## src/rtl/pipe_run_ctrl_pkg.sv

```systemverilog
// Shared types for the core run controller: FSM state encoding and state-class helper.
package pipe_run_ctrl_pkg;

  typedef enum logic [2:0] {
    RS_HOLD  = 3'd0,
    RS_IDLE  = 3'd1,
    RS_RUN   = 3'd2,
    RS_DRAIN = 3'd3,
    RS_DONE  = 3'd4
  } run_state_t;

  // RUN and DRAIN are the states that accumulate cycles and retirements.
  function automatic logic is_active(run_state_t s);
    return (s == RS_RUN) || (s == RS_DRAIN);
  endfunction

endpackage

```

## src/rtl/pipe_run_ctrl_if.sv

```systemverilog
// Control/status bundle between the board-level driver and the run controller.
interface pipe_run_ctrl_if #(
  parameter int CNT_W = 32
);
  // Every signal is sampled on the rising clock edge. start, clear and wb_valid
  // are single-cycle qualifiers with no backpressure: each cycle they are high
  // counts as one event, and the controller never stalls the sender.
  logic             start;
  logic             clear;
  logic [CNT_W-1:0] instr_budget;
  logic             stall;
  logic             wb_valid;
  logic             core_reset;
  logic             fetch_en;
  logic             running;
  logic             done;
  logic             timeout;
  logic             drain_err;
  logic [CNT_W-1:0] cycle_count;
  logic [CNT_W-1:0] issue_count;
  logic [CNT_W-1:0] retire_count;

  modport master (
    output start, clear, instr_budget, stall, wb_valid,
    input  core_reset, fetch_en, running, done, timeout, drain_err,
    input  cycle_count, issue_count, retire_count
  );

  modport slave (
    input  start, clear, instr_budget, stall, wb_valid,
    output core_reset, fetch_en, running, done, timeout, drain_err,
    output cycle_count, issue_count, retire_count
  );
endinterface

```

## src/rtl/pipe_run_ctrl_sat_counter.sv

```systemverilog
// Saturating up-counter with synchronous clear; clear wins over increment.
module pipe_run_ctrl_sat_counter #(
  parameter int W = 32
) (
  input  logic         clk,
  input  logic         rst_n,
  input  logic         clr_i,
  input  logic         inc_i,
  output logic [W-1:0] q_o
);
  logic [W-1:0] q_q, q_d;

  always_comb begin
    q_d = q_q;
    if (clr_i) begin
      q_d = '0;
    end else if (inc_i && (q_q != {W{1'b1}})) begin
      q_d = q_q + W'(1);
    end
  end

  always_ff @(posedge clk or negedge rst_n) begin
    if (!rst_n) begin
      q_q <= '0;
    end else begin
      q_q <= q_d;
    end
  end

  assign q_o = q_q;
endmodule

```

## src/rtl/pipe_run_ctrl.sv

```systemverilog
// Run controller for the 5-stage core: reset sequencing, budgeted fetch gating,
// pipeline drain supervision and cycle/issue/retire accounting. All outputs registered.
module pipe_run_ctrl
  import pipe_run_ctrl_pkg::*;
#(
  parameter int RESET_HOLD_CYCLES = 2,
  parameter int PIPELINE_DEPTH    = 5,
  parameter int CNT_W             = 32,
  parameter int MAX_CYCLES        = 4096,
  parameter bit AUTO_START        = 1'b1
) (
  input  logic           clk,
  input  logic           reset,
  pipe_run_ctrl_if.slave bus,
  output run_state_t     state_o
);
  localparam int HOLD_W  = (RESET_HOLD_CYCLES > 1) ? $clog2(RESET_HOLD_CYCLES) : 1;
  localparam int DRAIN_W = (PIPELINE_DEPTH > 1) ? $clog2(PIPELINE_DEPTH) : 1;
  localparam logic [HOLD_W-1:0]  HOLD_LAST  = HOLD_W'(RESET_HOLD_CYCLES - 1);
  localparam logic [DRAIN_W-1:0] DRAIN_LAST = DRAIN_W'(PIPELINE_DEPTH - 1);
  localparam logic [CNT_W-1:0]   CYC_LAST   = CNT_W'(MAX_CYCLES - 1);

  typedef struct packed {
    logic [CNT_W-1:0] cycle;
    logic [CNT_W-1:0] issue;
    logic [CNT_W-1:0] retire;
  } run_stat_t;

  run_state_t         state_q, state_d;
  logic [HOLD_W-1:0]  hold_cnt_q, hold_cnt_d;
  logic [DRAIN_W-1:0] drain_cnt_q, drain_cnt_d;
  logic [CNT_W-1:0]   budget_q, budget_d;
  logic               core_reset_q, core_reset_d;
  logic               fetch_en_q, fetch_en_d;
  logic               running_q, running_d;
  logic               done_q, done_d;
  logic               timeout_q, timeout_d;
  logic               drain_err_q, drain_err_d;

  run_stat_t          stat;
  logic               active;
  logic               issue_inc;
  logic               retire_inc;
  logic               cyc_last;
  logic [CNT_W-1:0]   retire_nx;
  logic [CNT_W:0]     issue_nx;

  assign active     = is_active(state_q);
  assign issue_inc  = (state_q == RS_RUN) && fetch_en_q && !bus.stall;
  assign retire_inc = active && bus.wb_valid;
  assign cyc_last   = (stat.cycle == CYC_LAST);
  // Retire value after this edge, so a write-back landing in the final drain
  // cycle still counts as a clean drain.
  assign retire_nx  = (retire_inc && (stat.retire != {CNT_W{1'b1}}))
                      ? stat.retire + CNT_W'(1) : stat.retire;
  assign issue_nx   = {1'b0, stat.issue} + (CNT_W + 1)'(issue_inc);

  pipe_run_ctrl_sat_counter #(.W(CNT_W)) u_cycle_cnt (
    .clk(clk), .rst_n(reset), .clr_i(bus.clear), .inc_i(active), .q_o(stat.cycle)
  );
  pipe_run_ctrl_sat_counter #(.W(CNT_W)) u_issue_cnt (
    .clk(clk), .rst_n(reset), .clr_i(bus.clear), .inc_i(issue_inc), .q_o(stat.issue)
  );
  pipe_run_ctrl_sat_counter #(.W(CNT_W)) u_retire_cnt (
    .clk(clk), .rst_n(reset), .clr_i(bus.clear), .inc_i(retire_inc), .q_o(stat.retire)
  );

  always_comb begin
    state_d     = state_q;
    hold_cnt_d  = hold_cnt_q;
    drain_cnt_d = '0;
    budget_d    = budget_q;
    timeout_d   = timeout_q;
    drain_err_d = drain_err_q;

    if (bus.clear) begin
      state_d     = RS_HOLD;
      hold_cnt_d  = '0;
      budget_d    = '0;
      timeout_d   = 1'b0;
      drain_err_d = 1'b0;
    end else begin
      unique case (state_q)
        RS_HOLD: begin
          if (hold_cnt_q == HOLD_LAST) begin
            hold_cnt_d = '0;
            if (AUTO_START) begin
              state_d  = RS_RUN;
              budget_d = bus.instr_budget;
            end else begin
              state_d = RS_IDLE;
            end
          end else begin
            hold_cnt_d = hold_cnt_q + HOLD_W'(1);
          end
        end
        RS_IDLE: begin
          if (bus.start) begin
            state_d  = RS_RUN;
            budget_d = bus.instr_budget;
          end
        end
        RS_RUN: begin
          if (cyc_last) begin
            state_d   = RS_DONE;
            timeout_d = 1'b1;
          end else if (stat.issue >= budget_q) begin
            state_d = RS_DRAIN;
          end
        end
        RS_DRAIN: begin
          drain_cnt_d = drain_cnt_q + DRAIN_W'(1);
          if (cyc_last) begin
            state_d   = RS_DONE;
            timeout_d = 1'b1;
          end else if (retire_nx == stat.issue) begin
            state_d = RS_DONE;
          end else if (drain_cnt_q == DRAIN_LAST) begin
            state_d     = RS_DONE;
            drain_err_d = 1'b1;
          end
        end
        RS_DONE: begin
          state_d = RS_DONE;
        end
        default: begin
          state_d = RS_HOLD;
        end
      endcase
    end

    // Outputs are decoded from the next state so they line up with state_q.
    core_reset_d = (state_d == RS_HOLD);
    running_d    = is_active(state_d);
    done_d       = (state_d == RS_DONE);
    fetch_en_d   = (state_d == RS_RUN) && (issue_nx < {1'b0, budget_d});
  end

  always_ff @(posedge clk or negedge reset) begin
    if (!reset) begin
      state_q      <= RS_HOLD;
      hold_cnt_q   <= '0;
      drain_cnt_q  <= '0;
      budget_q     <= '0;
      core_reset_q <= 1'b1;
      fetch_en_q   <= 1'b0;
      running_q    <= 1'b0;
      done_q       <= 1'b0;
      timeout_q    <= 1'b0;
      drain_err_q  <= 1'b0;
    end else begin
      state_q      <= state_d;
      hold_cnt_q   <= hold_cnt_d;
      drain_cnt_q  <= drain_cnt_d;
      budget_q     <= budget_d;
      core_reset_q <= core_reset_d;
      fetch_en_q   <= fetch_en_d;
      running_q    <= running_d;
      done_q       <= done_d;
      timeout_q    <= timeout_d;
      drain_err_q  <= drain_err_d;
    end
  end

  assign bus.core_reset   = core_reset_q;
  assign bus.fetch_en     = fetch_en_q;
  assign bus.running      = running_q;
  assign bus.done         = done_q;
  assign bus.timeout      = timeout_q;
  assign bus.drain_err    = drain_err_q;
  assign bus.cycle_count  = stat.cycle;
  assign bus.issue_count  = stat.issue;
  assign bus.retire_count = stat.retire;
  assign state_o          = state_q;
endmodule

```

## src/flat_wrapper.sv

```systemverilog
// flat-port wrapper written by rule: the top's interface ports become plain ports
module pipe_run_ctrl_flat import pipe_run_ctrl_pkg::*;
#(
  parameter int RESET_HOLD_CYCLES = 2,
  parameter int PIPELINE_DEPTH    = 5,
  parameter int CNT_W             = 32,
  parameter int MAX_CYCLES        = 4096,
  parameter bit AUTO_START        = 1'b1
)
  (clk, reset, state_o, bus_start, bus_clear, bus_instr_budget, bus_stall, bus_wb_valid, bus_core_reset, bus_fetch_en, bus_running, bus_done, bus_timeout, bus_drain_err, bus_cycle_count, bus_issue_count, bus_retire_count);
  pipe_run_ctrl_if #(.CNT_W(CNT_W)) bus_i ();
  input  logic clk;
  input  logic reset;
  output run_state_t state_o;
  input wire logic [$bits(bus_i.start)-1:0] bus_start;
  input wire logic [$bits(bus_i.clear)-1:0] bus_clear;
  input wire logic [$bits(bus_i.instr_budget)-1:0] bus_instr_budget;
  input wire logic [$bits(bus_i.stall)-1:0] bus_stall;
  input wire logic [$bits(bus_i.wb_valid)-1:0] bus_wb_valid;
  output wire logic [$bits(bus_i.core_reset)-1:0] bus_core_reset;
  output wire logic [$bits(bus_i.fetch_en)-1:0] bus_fetch_en;
  output wire logic [$bits(bus_i.running)-1:0] bus_running;
  output wire logic [$bits(bus_i.done)-1:0] bus_done;
  output wire logic [$bits(bus_i.timeout)-1:0] bus_timeout;
  output wire logic [$bits(bus_i.drain_err)-1:0] bus_drain_err;
  output wire logic [$bits(bus_i.cycle_count)-1:0] bus_cycle_count;
  output wire logic [$bits(bus_i.issue_count)-1:0] bus_issue_count;
  output wire logic [$bits(bus_i.retire_count)-1:0] bus_retire_count;
  assign bus_i.start = bus_start;
  assign bus_i.clear = bus_clear;
  assign bus_i.instr_budget = bus_instr_budget;
  assign bus_i.stall = bus_stall;
  assign bus_i.wb_valid = bus_wb_valid;
  assign bus_core_reset = bus_i.core_reset;
  assign bus_fetch_en = bus_i.fetch_en;
  assign bus_running = bus_i.running;
  assign bus_done = bus_i.done;
  assign bus_timeout = bus_i.timeout;
  assign bus_drain_err = bus_i.drain_err;
  assign bus_cycle_count = bus_i.cycle_count;
  assign bus_issue_count = bus_i.issue_count;
  assign bus_retire_count = bus_i.retire_count;
  pipe_run_ctrl #(.RESET_HOLD_CYCLES(RESET_HOLD_CYCLES), .PIPELINE_DEPTH(PIPELINE_DEPTH), .CNT_W(CNT_W), .MAX_CYCLES(MAX_CYCLES), .AUTO_START(AUTO_START)) u_core (.clk(clk), .reset(reset), .bus(bus_i), .state_o(state_o));
endmodule
```

## config.mk

```make
export PLATFORM = sky130hd
export DESIGN_NAME = pipe_run_ctrl_flat
export DESIGN_NICKNAME = d
export VERILOG_FILES = /design/src/rtl/pipe_run_ctrl_pkg.sv /design/src/rtl/pipe_run_ctrl_if.sv /design/src/rtl/pipe_run_ctrl_sat_counter.sv /design/src/rtl/pipe_run_ctrl.sv /design/src/flat_wrapper.sv
export SDC_FILE = /design/constraint.sdc
export NUM_CORES = 1
export LEC_CHECK = 0
export CORE_ASPECT_RATIO = 1.4
export CORE_MARGIN = 2
export CORE_UTILIZATION = 38
export DETAILED_ROUTE_END_ITERATION = 8
export PLACE_DENSITY_LB_ADDON = 0.2
export SLEW_MARGIN = 20
export SYNTH_ARGS = -nofsm -noshare
export SYNTH_HDL_FRONTEND = slang
export SYNTH_SLANG_ARGS = --single-unit
```

## constraint.sdc

```tcl
create_clock -name clk -period 6.15 [get_ports clk]
set_input_delay 0.9225 -clock clk [delete_from_list [all_inputs] [get_ports clk]]
set_output_delay 0.9225 -clock clk [all_outputs]
set_load 0.02 [all_outputs]
```

---- Word level (Yosys, flattened, before mapping) ----
Cells that the tools add are included.
word-level totals
  latch bits .............................. 0
  RAM bits ................................ 0
  word-level logic and storage cells ...... 90
  input port bits ......................... 38
  memories ................................ 0
  bits in registers ....................... 141
  bits in read-only memories .............. 0
operators by class
  reductions and logical operators ........ 22
  multiplexer cells ....................... 32
  equal/unequal tests ..................... 15
  multipliers ............................. 0
  divide/modulo/power cells ............... 0
  bitwise operators ....................... 0
  order comparisons ....................... 2
  add/sub/neg operators ................... 6
  shift operators ......................... 0
operator list
  kind                                                               number
  32-bit 2-to-1 mux                                                  9
  32-bit by 1-bit adder with 32-bit output, second input constant    3
  32-bit inequality test, second input constant                      3
  32-bit case mux with 2 select lines                                1
  32-bit by 1-bit adder with 33-bit output                           1
  33-bit by 32-bit < comparator with 1-bit output                    1
  32-bit by 12-bit == test with 1-bit output, second input constant  1
  32-bit == test                                                     1
  32-bit greater-or-equal comparator                                 1
  3-bit 2-to-1 mux                                                   10
  3-bit case mux with 5 select lines                                 1
  2-bit nonzero test                                                 7
  3-bit by 2-bit == test with 1-bit output, second input constant    4
  1-bit 2-to-1 mux                                                   11
  3-bit == test, second input constant                               3
  1-bit logical AND                                                  7
  3-bit logical NOT                                                  2
  2-bit inequality test, second input constant                       2
  4-bit AND reduction                                                1
  3-bit by 1-bit adder with 3-bit output, second input constant      1
  3-bit by 1-bit == test with 1-bit output, second input constant    1
  1-bit logical OR                                                   2
  2-bit AND reduction                                                1
  2-bit OR reduction                                                 1
  2 further kinds                                                    2

---- Depth between registers and ports, before layout ----
  word-level depth ........................ 12
  depth in mapped cells ................... 22
  mapped depth without buffers ............ 20

---- Modules after synthesis ----
A second synthesis with hierarchy kept.
unflattened totals
  cell total of the unflattened synthesis .. 1295
  area total of the unflattened synthesis .. 11320.9 um^2
by module, submodules not included
  module                     area each (um^2)  seq. area each (um^2)  cells each  times used
  pipe_run_ctrl              5758.0            1127.3                 701         1
  pipe_run_ctrl_sat_counter  1854.3            800.8                  198         3

---- Worst setup path after synthesis ----
Ideal clock, no wire load.
  path type ............................... input to register
  start point ............................. input port bus_stall
  end point ............................... register u_core.fetch_en_q (netlist: u_core.bus.fetch_en)
  library setup time ...................... 0.086 ns
  slack ................................... 1.730 ns
  buffers on the path ..................... 1
  required time ........................... 6.064 ns
  data arrival time ....................... 4.334 ns
  cell stages on the path ................. 18
  path through ............................ nor2_1 > nand3_1 > inv_1 > ha_1 > ha_1 > nand3_1 > or3_1 > clkbuf_1 > or3_1 > nor2_1 > xor2_1 > ha_1 > and3_1 > a221oi_1 > o31ai_1 > a2111oi_0 > a221oi_1 > nor3_1
between the ends
  cells in the longest elaborated chain, start to end .. 5
RTL lines
  what                                             line                  text
  start: declaration                               flat_wrapper.sv:18    input wire logic [$bits(bus_i.stall)-1:0] bus_stall;
  1-bit logical NOT                                pipe_run_ctrl.sv:49   assign issue_inc = (state_q == RS_RUN) && fetch_en_q && !bus.stall;
  1-bit logical AND                                pipe_run_ctrl.sv:49
  32-bit by 1-bit adder with 33-bit output         pipe_run_ctrl.sv:56   assign issue_nx = {1'b0, stat.issue} + (CNT_W + 1)'(issue_inc);
  33-bit by 32-bit < comparator with 1-bit output  pipe_run_ctrl.sv:136  fetch_en_d = (state_d == RS_RUN) && (issue_nx < {1'b0, budget_d});
  1-bit logical AND                                pipe_run_ctrl.sv:136
  net u_core.fetch_en_d                            pipe_run_ctrl.sv:34   logic fetch_en_q, fetch_en_d;
  end signal: assignment                           pipe_run_ctrl.sv:157  fetch_en_q <= fetch_en_d;
  end: declaration                                 pipe_run_ctrl.sv:34
The timed path passes the listed nets, and every way through them passes these cells.
A chain may end at the register's enable or synchronous reset.

---- Worst setup path in the final report ----
Ends and elaborated chain as after synthesis.

==> results.cfg <==
[clock_tree]
cts_resized = 0
cts_hold_buf = 0
cts_tree = built
clk_latency_ns = 0.43
root_buffer = clkbuf_16
htreeDepth = 4
cts-buffers-inserted = 17
cts_sinks = 141
clkSlewWorstSetupHoldPaths_ns = 0.06
clk_path_buf_depth = 2
cts_setup_buffers = 0

[timing]
max_freq_mhz = 204
tightest_slew_ns = 1.11
hold_viol = 0
skew_ns = 0.00806
tns_ns = 0
rsz0062_at_grt = no
min_period_ns = 4.90
drv_slew = 0
setup_violations = 0
slew_headroom_pct = 25.7
period_share_pct = 79.6

[yosys]
synth_compound_area_share_pct = 11.0
synthFlopType = dfrtp_1
synth.avg_cell_area_sq_um = 8.43
syn-num-nets = 1308
synthArstFlopShare_pct = 100
synth_warnings = 0
synth.area.mux_share_pct = 0.396
synthSimpleGateAreaFrac_pct = 26.3
synth_xor_xnor_area_share_pct = 12.9
synthAdderAreaFrac_pct = 8.66
seq_area_frac_synth_pct = 34.9
ys_ff_latch = 141
synth_area_sq_mm = 0.0101
yosysUniqueCellTypes = 66
synth_top_family_by_area = simple AND/OR/NAND/NOR gates
synth_edf_count = 0
synth_cells = 1200

[placement]
io_buffers = 142
place_hpwl_microns = 22900
finalWeightedCongestion = 0.914

[cells_and_area]
fillers = 2519
fin_nets = 1402
register_area_sq_mm = 0.00353
drive_gt1_share_pct = 6.81
area_growth_syn_to_layout_pct = 22.5
antennaDiodeCount = 0
multi_input_area_sq_mm = 0.00600

[outcome]
outcome = finished, final reports clean

[critical_path]
crit_path_frequent_cell = ha_1
path_max_fanout = 5
path_cells = clkdlybuf4s50_1, nor2_1, nand3_1, inv_1, ha_1, ha_1, nand3_1, or3_1, or3_1, nor2_1, xor2_1, ha_1, and3_1, a221oi_1, o31ai_1, a2111oi_0, a221oi_1, nor3_1
crit_path_end_kind = flop
start_kind = primary input
crit_slowest_cell = or3_1
cp.arrival_ns = 5.24
path_class = in -> reg
slowest_delay_ns = 0.54
cp_data_required_time_ns = 6.49

[power]
power_w = 0.00269
irDropWorstVdd_mv = 0.182
intPower_w = 0.00194
p_leak_nw = 5.58
p_sw_w = 0.000750
clock_power_share_pct = 44.1
p_seq_share_pct = 37.2
powerDensity_mw_per_mm2 = 217
comb_power_share_pct = 18.7
switching_share_pct = 27.9

[routing]
avgViaCountPerCell = 5.51
vias = 8981
antenna_left = 0
totalWireLength_microns = 31200
drc = 0
drt_first_pass_iters = 7
routedWlPerCell_microns = 19.1
drtIter0Drc = 687

[die]
dieArea_sq_mm = 0.0280
ioPinCount = 143
die_y_microns = 197
die_w_microns = 142
core-area_sq_mm = 0.0262
rows = 70
initial_core_util_pct = 38.6

[min_path]
min-delay-path-class = reg -> reg

[grt]
grt_start_max_net_pins = 92
grt_overflow = 0
grt_pass1_vias = 8737
grtUsageTotal_pct = 22.5
grt_pass1_wl_microns = 49200
antenna_found_initial = 0

[job]
drv_cap = 0
final timing paths:
kind	start	endpoint	slack (ns)	cells after the start
max in group asynchronous	reset	u_core.u_issue_cnt.q_o[4]	4.26	2
worst max-delay path	bus_stall	u_core.bus.fetch_en	1.25	18
worst min register to register	u_core.drain_cnt_q[0]	u_core.drain_cnt_q[0]	0.47	1
worst min-delay path	u_core.drain_cnt_q[0]	u_core.drain_cnt_q[0]	0.47	1
worst max register to register	u_core.state_o[1]	u_core.bus.fetch_en	1.25	17
min in group asynchronous	reset	u_core.u_retire_cnt.q_o[6]	0.56	1
metrics by stage:
stage | instance area, sq um | util (%) | setup WS (ns) | hold WS, ns | instances
after CTS | 12400 | 47.3 | 1.26 | 0.470 | 1631
after detailed placement | 11700 | 44.8 | 0.790 | 0.461 | 1599
after floorplan | 10100 | - | 1.73 | 0.429 | 1200
final | 12400 | 47.3 | 1.25 | 0.466 | 1631
after global routing | 12400 | 47.3 | 0.748 | 0.487 | 1631
after global placement | 11700 | 44.8 | 0.936 | 0.447 | 1599
layer usage:
metal | global-route usage, % | vias to the layer above | wire (microns) | part of all wire, %
met5 | 0 | - | 0 | 0
met4 | 8.56 | 0 | 1010 | 3.3
met3 | 4.29 | 55 | 1350 | 4.3
met2 | 39.0 | 242 | 15800 | 51
met1 | 27.7 | 4343 | 13000 | 42
li1 | - | 4341 | - | -
power groups by stage:
stage	combinational [W]	clock, W	sequential (W)
after detailed placement	0.000502	0	0.00102
final	0.000503	0.00118	0.000999
after floorplan	0.000309	0	0.00102
after global placement	0.000500	0	0.00102
after global routing	0.000564	0.00125	0.00100
after CTS	0.000506	0.00121	0.000999
layout by cell type, fill, tap and decap left out, types with 17 or more instances in the layout:
cell type,synthesis,final
a21o_1,24,24
clkdlybuf4s50_1,0,140
nor3_1,22,21
xnor2_1,76,76
or3_1,18,18
xor2_1,70,70
inv_1,79,79
clkbuf_16,0,17
a21oi_1,34,34
and3_1,19,19
dfrtp_1,140,140
nand3_1,44,44
nand4_1,47,47
or2_2,32,32
o21ai_0,24,24
a31oi_1,35,35
nor2_1,172,171
nand2_1,79,79
ha_1,70,70
critical path: cells and delay by family:
kind	cells	cell delay, ns
and+or+nand+nor	8	1.97
buffers and inverters	2	0.50
adders and majority gates	3	0.61
xor gates and xnor gates	1	0.17
AOI/OAI and AO/OA	4	1.05
cell type report:
type / instances / area share (%)
clock inverters: 12 / 1.75
clock buffers: 20 / 3.61
well taps: 324 / 3.27
flip-flops and latches: 141 / 28.5
inverters: 79 / 2.39
repair buffers: 150 / 12.0
multi-input cells: 905 / 48.4
logic make-up after synthesis:
family / count (synthesis)
xor+xnor: 147
simple gates: 516
compound gates: 168
buf+inv: 154
fa+ha+maj: 70
mux: 4
flops: 141
synth_stat cells, types with 3 or more instances:
cell type  number  share of area, %
a2111oi_0       3              0.26
a211oi_1       10              0.74
a21o_1         24               1.8
a21oi_1        34               1.7
a221oi_1        4              0.35
a31oi_1        35               2.2
and2_1          5              0.31
and3_1         19               1.2
and4_1         12               1.0
buf_1           3              0.11
buf_2          10              0.49
clkbuf_1       62               2.3
dfrtp_1       140                35
ha_1           70               8.7
inv_1          79               2.9
mux2i_1         4              0.40
nand2_1        79               2.9
nand2b_1       12              0.74
nand3_1        44               2.2
nand3b_1        4              0.30
nand4_1        47               2.9
nor2_1        172               6.4
nor2b_1        13              0.80
nor3_1         22               1.1
nor4_1         15              0.93
o2111ai_1       3              0.26
o21ai_0        24               1.2
o221ai_1        4              0.35
o31ai_1         3              0.22
or2_2          32               2.0
or3_1          18               1.1
or4_1           5              0.37
xnor2_1        76               6.6
xor2_1         70               6.1
sequential cells by signal, indices dropped and copies added (netlist names):
name,flops
u_core.budget_q,32
u_core.u_cycle_cnt.q_o,32
u_core.u_issue_cnt.q_o,32
u_core.u_retire_cnt.q_o,32
u_core.drain_cnt_q,3
u_core.state_o,3
u_core.bus.core_reset,1
u_core.bus.done,1
u_core.bus.drain_err,1
u_core.bus.fetch_en,1
u_core.bus.running,1
u_core.bus.timeout,1
u_core.hold_cnt_q,1
Note: power is estimated with default switching activity, not from simulation.
